`config.mk`:
```
export PLATFORM = sky130hd
export DESIGN_NAME = divider
export DESIGN_NICKNAME = d
export VERILOG_FILES = /design/src/rtl/divider_pkg.sv /design/src/rtl/divider_step.sv /design/src/rtl/divider.sv
export SDC_FILE = /design/constraint.sdc
export NUM_CORES = 1
export LEC_CHECK = 0
export CORE_MARGIN = 2
export CORE_UTILIZATION = 58
export CTS_CLUSTER_SIZE = 25
export DETAILED_ROUTE_END_ITERATION = 7
export PLACE_DENSITY = 0.79
export REMOVE_ABC_BUFFERS = 1
export SYNTH_ARGS = -nofsm -noshare
export SYNTH_HDL_FRONTEND = slang
export SYNTH_HIERARCHICAL = 1
export SYNTH_SLANG_ARGS = --single-unit
export TNS_END_PERCENT = 5
```
`constraint.sdc`:
```
create_clock -name clk -period 28.9 [get_ports clk]
set_input_delay 4.335 -clock clk [delete_from_list [all_inputs] [get_ports clk]]
set_output_delay 4.335 -clock clk [all_outputs]
set_load 0.05 [all_outputs]
```
`src/rtl/divider_pkg.sv`:
```
// Shared types and helpers for the iterative restoring divider.
package divider_pkg;

   // Controller states: waiting for operands, or iterating.
   typedef enum logic {
      IDLE = 1'b0,
      RUN  = 1'b1
   } t_div_state;

   localparam int DEFAULT_DATA_LEN       = 32;
   localparam int DEFAULT_BITS_PER_CYCLE = 8;

   // Number of iteration cycles needed to resolve every quotient bit.
   function automatic int div_iters(input int data_len, input int bits_per_cycle);
      return data_len / bits_per_cycle;
   endfunction

   // Counter width able to hold the value N (not just N-1).
   function automatic int div_cnt_width(input int iters);
      return (iters < 1) ? 1 : $clog2(iters + 1);
   endfunction

endpackage

```
`src/rtl/divider_step.sv`:
```
// One iteration of the divider: BITS_PER_CYCLE chained restoring stages.
// Purely combinational. The partial remainder entering a stage is always
// smaller than the divisor, so after the left shift it fits in DATA_LEN+1
// bits; the trial subtraction is done at that width and its top bit is the
// borrow.
module divider_step
   import divider_pkg::*;
#(
   parameter int DATA_LEN       = DEFAULT_DATA_LEN,
   parameter int BITS_PER_CYCLE = DEFAULT_BITS_PER_CYCLE
) (
   input  logic [DATA_LEN-1:0]       rem_in,
   input  logic [BITS_PER_CYCLE-1:0] dividend_bits,
   input  logic [DATA_LEN-1:0]       divisor,
   output logic [DATA_LEN-1:0]       rem_out,
   output logic [BITS_PER_CYCLE-1:0] quot_bits
);

   logic [DATA_LEN:0]   shifted;
   logic [DATA_LEN:0]   diff;
   logic [DATA_LEN-1:0] rem;

   // Chain of restoring stages, most significant dividend bit first.
   always_comb begin
      shifted   = '0;
      diff      = '0;
      rem       = rem_in;
      quot_bits = '0;
      for (int i = BITS_PER_CYCLE - 1; i >= 0; i--) begin
         shifted = {rem, dividend_bits[i]};
         diff    = shifted - {1'b0, divisor};
         if (!diff[DATA_LEN]) begin
            // No borrow: divisor fits, keep the difference.
            rem          = diff[DATA_LEN-1:0];
            quot_bits[i] = 1'b1;
         end else begin
            // Borrow: restore the shifted remainder.
            rem          = shifted[DATA_LEN-1:0];
            quot_bits[i] = 1'b0;
         end
      end
      rem_out = rem;
   end

endmodule

```
`src/rtl/divider.sv`:
```
// Unsigned iterative restoring divider, BITS_PER_CYCLE quotient bits per
// clock. A start is inferred from non-zero operands seen in IDLE; the
// quotient appears on `result` after the capture edge plus N iteration
// edges (N = DATA_LEN/BITS_PER_CYCLE) and is held until the next operation.
//
// Handshake: there is none. The host pulses a/b for one cycle (zeros
// otherwise) and samples result a fixed latency later. Operands presented
// while RUN are ignored; the edge that returns to IDLE never starts.
//
// Build option: define DIVIDER_DIV0_SAT_EN to make divide-by-zero return
// all ones; otherwise it returns zero. Timing is the same either way.
module divider
   import divider_pkg::*;
#(
   parameter int DATA_LEN       = DEFAULT_DATA_LEN,
   parameter int BITS_PER_CYCLE = DEFAULT_BITS_PER_CYCLE
) (
   input  logic                clk,
   input  logic                reset,
   input  logic [DATA_LEN-1:0] a,
   input  logic [DATA_LEN-1:0] b,
   output logic [DATA_LEN-1:0] result
);

   localparam int ITERS = div_iters(DATA_LEN, BITS_PER_CYCLE);
   localparam int CNT_W = div_cnt_width(ITERS);
   localparam logic [CNT_W-1:0] CNT_LOAD = CNT_W'(ITERS);
   localparam logic [CNT_W-1:0] CNT_LAST = CNT_W'(1);

`ifdef DIVIDER_DIV0_SAT_EN
   localparam logic [DATA_LEN-1:0] DIV0_VALUE = {DATA_LEN{1'b1}};
`else
   localparam logic [DATA_LEN-1:0] DIV0_VALUE = '0;
`endif

   generate
      if ((BITS_PER_CYCLE < 1) || (DATA_LEN % BITS_PER_CYCLE != 0)) begin : g_bad_cfg
         $error("divider: DATA_LEN (%0d) must be a multiple of BITS_PER_CYCLE (%0d)",
                DATA_LEN, BITS_PER_CYCLE);
      end
   endgenerate

   // Controller state, kept as a plain named signal for hierarchical probing.
   t_div_state state;
   t_div_state next_state;

   // Control strobes decoded from the state.
   logic start;
   logic iterate;
   logic finish;

   // Datapath registers.
   logic [DATA_LEN-1:0] dividend_q;
   logic [DATA_LEN-1:0] divisor_q;
   logic [DATA_LEN-1:0] rem_q;
   logic [DATA_LEN-1:0] quot_q;
   logic [CNT_W-1:0]    cnt_q;
   logic                div0_q;

   // Step outputs and assembled quotient for this cycle.
   logic [DATA_LEN-1:0]       rem_next;
   logic [BITS_PER_CYCLE-1:0] quot_bits;
   logic [DATA_LEN-1:0]       quot_next;

   divider_step #(
      .DATA_LEN       (DATA_LEN),
      .BITS_PER_CYCLE (BITS_PER_CYCLE)
   ) u_step (
      .rem_in        (rem_q),
      .dividend_bits (dividend_q[DATA_LEN-1 -: BITS_PER_CYCLE]),
      .divisor       (divisor_q),
      .rem_out       (rem_next),
      .quot_bits     (quot_bits)
   );

   // New quotient bits enter at the bottom as earlier bits move up.
   always_comb begin
      quot_next = (quot_q << BITS_PER_CYCLE) | DATA_LEN'(quot_bits);
   end

   // State register; reset aborts any division in flight.
   always_ff @(posedge clk) begin
      if (reset) begin
         state <= IDLE;
      end else begin
         state <= next_state;
      end
   end

   // Next-state and control strobes.
   always_comb begin
      next_state = state;
      start      = 1'b0;
      iterate    = 1'b0;
      finish     = 1'b0;
      case (state)
         IDLE: begin
            if ((a | b) != '0) begin
               start      = 1'b1;
               next_state = RUN;
            end
         end
         RUN: begin
            iterate = 1'b1;
            if (cnt_q == CNT_LAST) begin
               finish     = 1'b1;
               next_state = IDLE;
            end
         end
         default: begin
            next_state = IDLE;
         end
      endcase
   end

   // Operand capture, iteration registers and the held result.
   always_ff @(posedge clk) begin
      if (reset) begin
         dividend_q <= '0;
         divisor_q  <= '0;
         rem_q      <= '0;
         quot_q     <= '0;
         cnt_q      <= '0;
         div0_q     <= 1'b0;
         result     <= '0;
      end else if (start) begin
         dividend_q <= a;
         divisor_q  <= b;
         rem_q      <= '0;
         quot_q     <= '0;
         cnt_q      <= CNT_LOAD;
         div0_q     <= (b == '0);
      end else if (iterate) begin
         dividend_q <= dividend_q << BITS_PER_CYCLE;
         rem_q      <= rem_next;
         quot_q     <= quot_next;
         cnt_q      <= cnt_q - CNT_LAST;
         if (finish) begin
            result <= div0_q ? DIV0_VALUE : quot_next;
         end
      end
   end

endmodule

```
After elaboration in Yosys (flattened, before gate mapping)
Cells that the tools add are included.

Logic and storage cells: 56. Bits in registers: 157. Bits in writable memories: 0. Memories kept: 0. Latch bits: 0. Memory bits (read-only): 0. Output and inout port bits: 32.

Add/subtract/negate cells: 9. Shift-type cells: 0. Reductions and logical operators: 5. Multiply operators: 0. Divide/modulo/power cells: 0. Equality and inequality tests: 1. Bitwise logic cells: 4. Order comparisons: 0. Mux-type cells: 28.

Operators by type and width (number): 32-bit 2-to-1 mux (11); 33-bit by 32-bit subtractor with 33-bit output (8); 32-bit logical NOT (1); 32-bit OR (1); 32-bit by 8-bit OR with 32-bit output (1); 32-bit nonzero test (1); 1-bit 2-to-1 mux (14); 3-bit 2-to-1 mux (2); 3-bit by 1-bit == test with 1-bit output (second input constant) (1); 3-bit AND reduction (1); 3-bit by 1-bit subtractor with 3-bit output (second input constant) (1); 1-bit NOT (2); 1-bit case mux with 2 select lines (1); 2-bit nonzero test (1); 2-bit OR reduction (1).

Longest topological paths before layout
Gate-level depths: netlist of the first run.

Word-level depth: 18. Mapped depth: 146. Depth with buffers taken out: 133.

By module
Netlist of the first run, hierarchy kept.

By module, submodules not included: divider_step (area each 16316.9 sq um, sequential area each 0.0 sq um, instances 1, cells an instance 2338); divider (area each 5597.9 sq um, sequential area each 3143.0 sq um, instances 1, cells an instance 503).

Worst setup path before layout of the first run
OpenSTA, ideal clock, no wires.

Path kind: reg-to-reg. From: register divisor_q[1]. To: register rem_q[2]. Arrival: 28.471 ns. Slack: 0.301 ns. Buffers on the path: 15. Setup time: 0.128 ns. Cell stages (with the launch flop): 138. Cell sequence: dfxtp_1 inv_1 fa_1 a211o_1 a21boi_0 o211ai_1 a41o_1 a32o_1 a21oi_4 xor2_4 clkbuf_1 clkbuf_1 nand2_1 o21ai_0 inv_1 fa_1 nor2b_1 o31a_1 [... 102 more ...] o21ai_0 a21boi_0 o21ai_0 a211oi_1 o2111ai_1 a31oi_1 a41o_1 nand4_1 nand3_1 o41ai_1 o21ai_0 inv_1 xnor2_1 clkbuf_1 mux2i_1 mux2_2 mux2i_1 nor2_1.

Longest elaborated chain between the ends: 16.

Ends and longest elaborated chain: start, declared (line divider.sv:54) `logic [DATA_LEN-1:0] divisor_q;`; start signal, assigned (line divider.sv:120) `divisor_q <= '0;`; start signal, assigned (line divider.sv:128) `divisor_q <= b;`; 33-bit by 32-bit subtractor with 33-bit output (line divider_step.sv:31) `diff = shifted - {1'b0, divisor};`; 32-bit 2-to-1 mux (line divider_step.sv:32) `if (!diff[DATA_LEN]) begin`; 33-bit by 32-bit subtractor with 33-bit output (line divider_step.sv:31); 32-bit 2-to-1 mux (line divider_step.sv:32); 33-bit by 32-bit subtractor with 33-bit output (line divider_step.sv:31); 32-bit 2-to-1 mux (line divider_step.sv:32); 33-bit by 32-bit subtractor with 33-bit output (line divider_step.sv:31); 32-bit 2-to-1 mux (line divider_step.sv:32); 33-bit by 32-bit subtractor with 33-bit output (line divider_step.sv:31); 32-bit 2-to-1 mux (line divider_step.sv:32); 33-bit by 32-bit subtractor with 33-bit output (line divider_step.sv:31); 32-bit 2-to-1 mux (line divider_step.sv:32); 33-bit by 32-bit subtractor with 33-bit output (line divider_step.sv:31); 32-bit 2-to-1 mux (line divider_step.sv:32); 33-bit by 32-bit subtractor with 33-bit output (line divider_step.sv:31); 32-bit 2-to-1 mux * (line divider_step.sv:32); named net rem_next[2] (line divider.sv:61) `logic [DATA_LEN-1:0] rem_next;`; end signal, assigned (line divider.sv:135) `rem_q <= rem_next;`; end, declared (line divider.sv:55) `logic [DATA_LEN-1:0] rem_q;`.

The timed path passes the listed nets; every way through them passes the cells marked *. A chain may end at the register's enable or synchronous reset.

Worst setup path in the final report of the first run
From: register dividend_q[31]. To: register rem_q[1].

Longest elaborated chain between the ends: 16.

Ends and longest elaborated chain: start, declared (line divider.sv:53) `logic [DATA_LEN-1:0] dividend_q;`; start signal, assigned (line divider.sv:134) `dividend_q <= dividend_q << BITS_PER_CYCLE;`; 33-bit by 32-bit subtractor with 33-bit output (line divider_step.sv:31); 32-bit 2-to-1 mux * (line divider_step.sv:32); 33-bit by 32-bit subtractor with 33-bit output (line divider_step.sv:31); 32-bit 2-to-1 mux * (line divider_step.sv:32); 33-bit by 32-bit subtractor with 33-bit output (line divider_step.sv:31); 32-bit 2-to-1 mux * (line divider_step.sv:32); 33-bit by 32-bit subtractor with 33-bit output (line divider_step.sv:31); 32-bit 2-to-1 mux * (line divider_step.sv:32); 33-bit by 32-bit subtractor with 33-bit output (line divider_step.sv:31); 32-bit 2-to-1 mux * (line divider_step.sv:32); 33-bit by 32-bit subtractor with 33-bit output (line divider_step.sv:31); 32-bit 2-to-1 mux * (line divider_step.sv:32); 33-bit by 32-bit subtractor with 33-bit output (line divider_step.sv:31); 32-bit 2-to-1 mux * (line divider_step.sv:32); 33-bit by 32-bit subtractor with 33-bit output (line divider_step.sv:31); 32-bit 2-to-1 mux * (line divider_step.sv:32); named net rem_next[1] (line divider.sv:61).

Marks and branches as above.

==> impl_metrics.csv, run 1 <==
group,metric,value,unit
outcome,status,"finished, violations left",
outcome,violations,"DRC",
critical_path,max_stage_delay,0.44,ns
clocking,clkTransAtPathRegs,0.07,ns
critical_path,r2r_cells,130,
critical_path,r2r_slack,1.15,ns
clocking,cts_tree,"yes",
sta,finalCritPeriodShare,96.0,%
sta,setup_viol,0,
routing,via_count,23200,
clocking,cts_buffer_depth,2,
global_routing,grtUsageTotal,39.3,%
synthesis,seq_area_frac_synth,14.3,%
finish,nNetsFinal,3330,
critical_path,r2r_end,"rem_q[1]$_SDFFE_PP0P_",
worst_hold_path,min_from,"quot_q[22]$_SDFFE_PP0P_",
sta,final-hold-violation-count,0,
routing,postRouteWirelength,79.9,mm
placement,dp_cells,3460,
routing,drt_pre_antenna_iters,8,
die,rows,71,
die,die_area,0.0394,sq mm
sta,fmax,36.0,MHz
die,fp.dieW,198,microns
die,io_pins,98,
sta,period_minus_slack,27.75,ns
critical_path,crit_path_start_kind,"register",
critical_path,critical_path_class,"register to register",
worst_hold_path,hold_depth,1,
clocking,clock_latency,0.48,ns
synthesis,synth_edf_count,0,
die,start_util,58.6,%
critical_path,crit_fanout,33,
worst_hold_path,hold_path_end,"result[30]$_SDFFE_PP0P_",
synthesis,yosysWarnings,6,
synthesis,yosys_most_used_dff,"dfxtp_1",
synthesis,ys_ff_latch,157,
worst_hold_path,hold_path.class,"register to register",
clocking,h-tree-depth,4,
global_routing,antenna_found_initial,2,
global_routing,grt_max_degree,68,
routing,drcViolationCount,12,
global_routing,grt-ovfl-total,0,
placement,numPortBuffers,97,
die,fp.dieH,198,microns
routing,drt_iter0_markers,2214,
finish,final_common_cell,"nor2_1",
clocking,cts_root_buf,"clkbuf_16",
routing,drtAntennaViolNets,0,
synthesis,ys_types,91,
routing,wl_per_cell,22.7,microns
critical_path,reg2reg_from,"dividend_q[31]$_SDFFE_PP0P_",
routing,post_drt_via_cell_ratio,6.58,
die,coreArea,0.0374,sq mm
sta,maxSlewHeadroom,14.3,%
synthesis,synthCells,2841,
global_routing,grt_pass1_vias,21600,
sta,skew,0.0198,ns
clocking,cts_inserted_buffers,17,
sta,tightest_slew,1.28,ns
critical_path,worstPathArrival,28.08,ns
synthesis,synth_area,0.0219,sq mm
finish,final_cell_mix,"nor2_1, ha_1, nand2_1",
clocking,hold_buffers,0,
finish,drive_gt1_share,12.1,%
clocking,cts_num_sinks,157,
global_routing,grt_pass1_wl,119,mm
critical_path,crit_slowest_cell,"a221o_1",
synthesis,avgSynthCellArea,7.71,sq um
sta,fin_hold_ws,0.471,ns
critical_path,critPathCaptureType,"register",
sta,drv_slew,0,
placement,dpl.hpwl,63.1,mm
critical_path,crit_required,29.23,ns
synthesis,synth_async_sr_flop_share,0,%
finish,instances_no_fill,3523,
finish,synthToLayoutAreaGrowth,15.5,%
placement,place_congestion,1.05,
flow_run,maxCapViolCount,0,
==> routing by layer <==
metal / share of wire [%] / vias to the layer above / track usage [%]
li1: - / 10800 / -
met1: 43 / 11000 / 54.3
met2: 43 / 1232 / 60.0
met3: 11 / 213 / 9.27
met4: 3.2 / 2 / 13.1
met5: 0.015 / - / 0
==> worst max-delay path by stage <==
stage                                startpoint  slack, ns  cells past startpoint               endpoint
finish              dividend_q[31]$_SDFFE_PP0P_       1.15                    130  rem_q[1]$_SDFFE_PP0P_
CTS                 dividend_q[31]$_SDFFE_PP0P_      0.006                    135  rem_q[1]$_SDFFE_PP0P_
floorplan             divisor_q[1]$_SDFFE_PP0P_      -6.85                    125  rem_q[0]$_SDFFE_PP0P_
detailed placement  dividend_q[31]$_SDFFE_PP0P_      -0.68                    128  rem_q[1]$_SDFFE_PP0P_
global route        dividend_q[31]$_SDFFE_PP0P_      -0.26                    132  rem_q[1]$_SDFFE_PP0P_
global placement    dividend_q[31]$_SDFFE_PP0P_      -0.09                    128  rem_q[1]$_SDFFE_PP0P_
==> flip-flops by register name, indices dropped and copies added (netlist names) <==
register / flops
cnt_q: 3
div0_q: 1
dividend_q: 32
divisor_q: 32
quot_q: 24
rem_q: 32
result: 32
state: 1
==> through the flow <==
step	setup TNS, ns	area, sq um	setup WS [ns]	util [%]
floorplan	-232.39	21400	-6.85	-
global placement	-0.0880	24000	-0.0880	64.2
detailed placement	-16.81	24000	-0.681	64.2
CTS	0	24700	0.00577	66.1
global route	-3.80	25300	-0.257	67.7
finish	0	25300	1.15	67.7
==> synthesized netlist by cell type (all sizes together) (41+ instances only) <==
master / instances / share of area (%)
nand2: 207 / 3.5
inv: 139 / 2.4
xor2: 66 / 2.7
clkbuf: 62 / 1.1
a22o: 41 / 1.6
o21ai: 181 / 4.1
o21a: 52 / 1.8
mux2i: 161 / 7.4
a21o: 93 / 3.2
nor2: 276 / 4.7
a21oi: 206 / 4.8
dfxtp: 157 / 14
xnor2: 152 / 6.1
nand3: 82 / 1.9
and2: 41 / 1.2
ha: 258 / 15
mux2: 89 / 4.6
nand2b: 43 / 1.3
==> cells by family (layout without fill, tap and decap cells) <==
logic type,after synthesis,count (layout),share of synthesized area [%]
buf+inv,239,408,4.57
simple gates,835,836,17.9
xor+xnor,218,218,8.83
mux,250,250,11.9
fa+ha+maj,266,266,15.5
compound gates,876,876,27.0
other cells,0,1,0
flops,157,157,14.3
==> worst max-delay path: cells and delay by family, from the launching register on <==
kind                     cells  cell delay, ns
AO/OA/AOI/OAI               67           14.12
AND/OR/NAND/NOR             21            4.15
buffers and inverters       23            3.76
adder cells (fa/ha/maj)      9            2.81
multiplexers                 6            1.56
XOR/XNOR                     4            0.72
flip-flops                   1            0.33
==> area by class of cell <==
class / instances / area, sq um
clock inverters: 14 / 175
diodes: 1 / 2.50
inverters: 139 / 528
multi-input cells: 2446 / 18200
fillers: 3176 / 12100
flip-flops and latches: 157 / 3150
well taps: 511 / 639
repair buffers: 237 / 2190
clock buffers: 18 / 429
==> repair_timing <==
item,4_1_cts,5_1_grt
pin swaps,1,27
endpoints found under the hold margin,0,0
buffers inserted,5,20
gates cloned,0,5
resized for setup,12,91
endpoints found under the setup margin,34,34
Power of run 1 is left out: the tool's default activity adds up to more than one toggle a clock period on the data nets, which glitch-free logic cannot reach.
==> run 2, diff against run 1 <==
Settings changed: ABC_AREA from default to 1, CAP_MARGIN from default to 20, CORE_UTILIZATION 58 to 57, PLACE_DENSITY 0.79 to 0.78, SKIP_CTS_REPAIR_TIMING from default to 1.
==> impl_metrics.csv, run 2 <==
group,metric,value,unit
outcome,status,"complete, no violations",
synthesis,synth-simple-area-share,29.9,%
die,start_util,57.9,%
critical_path,max_stage_delay,0.49,ns
critical_path,crit_required,29.27,ns
global_routing,grt_pass1_vias,23000,
critical_path,worstPathArrival,26.73,ns
synthesis,synthXorXnorAreaFrac,9.34,%
synthesis,synth_common_cells,"nand2_1, inv_1, a21oi_1",
critical_path,crit_fanout,60,
critical_path,critical_path_class,"register to register",
routing,drcViolationCount,0,
synthesis,yosys.area.top_type_share,15.5,%
synthesis,synth-compound-area-share,22.3,%
die,fp.dieW,200,microns
synthesis,netlist_top_cells_area,"nand2_1, ha_1, dfxtp_1",
sta,final-hold-violation-count,0,
sta,drv_slew,0,
synthesis,synth_most_common_cell,"nand2_1",
sta,fmax,37.9,MHz
placement,dp_cells,4088,
synthesis,yosysWarnings,6,
global_routing,grtUsageTotal,41.1,%
die,coreArea,0.0378,sq mm
global_routing,antenna_found_initial,5,
placement,place_area,0.0232,sq mm
finish,final_cell_mix,"nand2_1, inv_1, a21oi_1",
die,die_area,0.0399,sq mm
sta,fin_tns_setup,0,ns
synthesis,yosys.area_share.adder,15.5,%
sta,period_minus_slack,26.36,ns
routing,drt_pre_antenna_iters,6,
finish,synthToLayoutAreaGrowth,9.07,%
critical_path,critPathCaptureType,"register",
routing,drt_iter0_markers,2570,
sta,maxSlewHeadroom,26.0,%
routing,wl_per_cell,20.1,microns
synthesis,synthCells,3556,
die,fp.dieH,200,microns
global_routing,grt-ovfl-total,0,
sta,rsz0062_at_grt,"no",
die,io_pins,98,
clocking,clock_latency,0.44,ns
finish,final_common_cell,"nand2_1",
placement,place_congestion,1.09,
synthesis,ys_ff_latch,157,
clocking,cts_inserted_buffers,17,
critical_path,path_delay_family,"compound AO/OA/AOI/OAI gates",
routing,via_count,24900,
sta,finalCritPeriodShare,91.2,%
synthesis,synth_top_family_by_area,"simple AND/OR/NAND/NOR gates",
synthesis,ys_types,53,
synthesis,yosys_most_used_dff,"dfxtp_1",
sta,tightest_slew,1.11,ns
finish,fin_area,0.0238,sq mm
flow_run,maxCapViolCount,0,
clocking,cts_num_sinks,157,
clocking,cts_root_buf,"clkbuf_16",
finish,nNetsFinal,3929,
synthesis,synth_async_sr_flop_share,0,%
placement,dpl.hpwl,63.2,mm
synthesis,yosys.area.top_type,"nand2_1",
clocking,cts_buffer_depth,2,
die,rows,71,
worst_hold_path,hold_path.class,"register to register",
critical_path,crit_slowest_cell,"nand2_2",
global_routing,grt_pass1_wl,125,mm
synthesis,synth_area,0.0219,sq mm
synthesis,avgSynthCellArea,6.15,sq um
synthesis,synth_edf_count,0,
sta,skew,0.00941,ns
critical_path,crit_path_start_kind,"register",
finish,drive_gt1_share,4.68,%
routing,post_drt_via_cell_ratio,6.04,
finish,instances_no_fill,4125,
synthesis,seq_area_frac_synth,14.4,%
clocking,cts_tree,"yes",
synthesis,synth_mux_area_share,0,%
critical_path,worst-path-buf-inv,21,
global_routing,grt_max_degree,92,
sta,setup_viol,0,
routing,postRouteWirelength,82.9,mm
placement,numPortBuffers,97,
clocking,h-tree-depth,4,
clocking,clkTransAtPathRegs,0.06,ns
critical_path,crit_top_cell,"nand2_1",
routing,drtAntennaViolNets,0,
[run 2: worst paths after layout]
kind / endpoint / start / depth (start not counted) / slack [ns]
setup reg to reg: rem_q[29]$_SDFFE_PP0P_ / divisor_q[17]$_SDFFE_PP0P_ / 130 / 2.54
hold reg to reg: cnt_q[1]$_SDFFE_PP0P_ / cnt_q[1]$_SDFFE_PP0P_ / 2 / 0.46
hold / removal: cnt_q[1]$_SDFFE_PP0P_ / cnt_q[1]$_SDFFE_PP0P_ / 2 / 0.46
setup / recovery: rem_q[29]$_SDFFE_PP0P_ / divisor_q[17]$_SDFFE_PP0P_ / 130 / 2.54
[run 2: area by class of cell]
type	instances	area (sq um)
Tap cell	511	639
Sequential cell	157	3150
Inverter	357	1350
Multi-Input combinational cell	2936	16900
Clock inverter	10	164
Antenna cell	5	12.5
Timing Repair Buffer	128	1210
Fill cell	3588	13900
Clock buffer	21	450
[run 2: cells by family (layout without fill, tap and decap cells)]
logic type	count (synthesis)	in the layout
compound gates	881	881
xor+xnor	233	233
fa+ha+maj	266	266
buf+inv	463	516
flops	157	157
other cells	0	5
simple gates	1556	1556
[run 2: worst register-to-register path, delay by kind of cell (launching register included)]
kind | cells | cell delay, ns
simple gates | 54 | 8.60
buf+inv | 21 | 3.51
compound gates | 47 | 10.60
flops | 1 | 0.32
fa+ha+maj | 8 | 3.30
[run 2: metal layers]
layer	global-route usage [%]	share of wire [%]
met5	0	0.039
met2	63.7	42
met1	49.9	39
met4	27.2	7.3
met3	11.4	12
[run 2: metrics by stage]
stage / utilization (%) / hold WS, ns / setup WS [ns]
after global placement: 61.4 / 0.444 / 3.09
after floorplan: - / 0.435 / 5.31
after CTS: 63.0 / 0.464 / 1.98
after detailed placement: 61.4 / 0.451 / 2.05
after global routing: 63.1 / 0.484 / 0.123
final: 63.1 / 0.462 / 2.54
Power of run 2 is left out for the same reason.
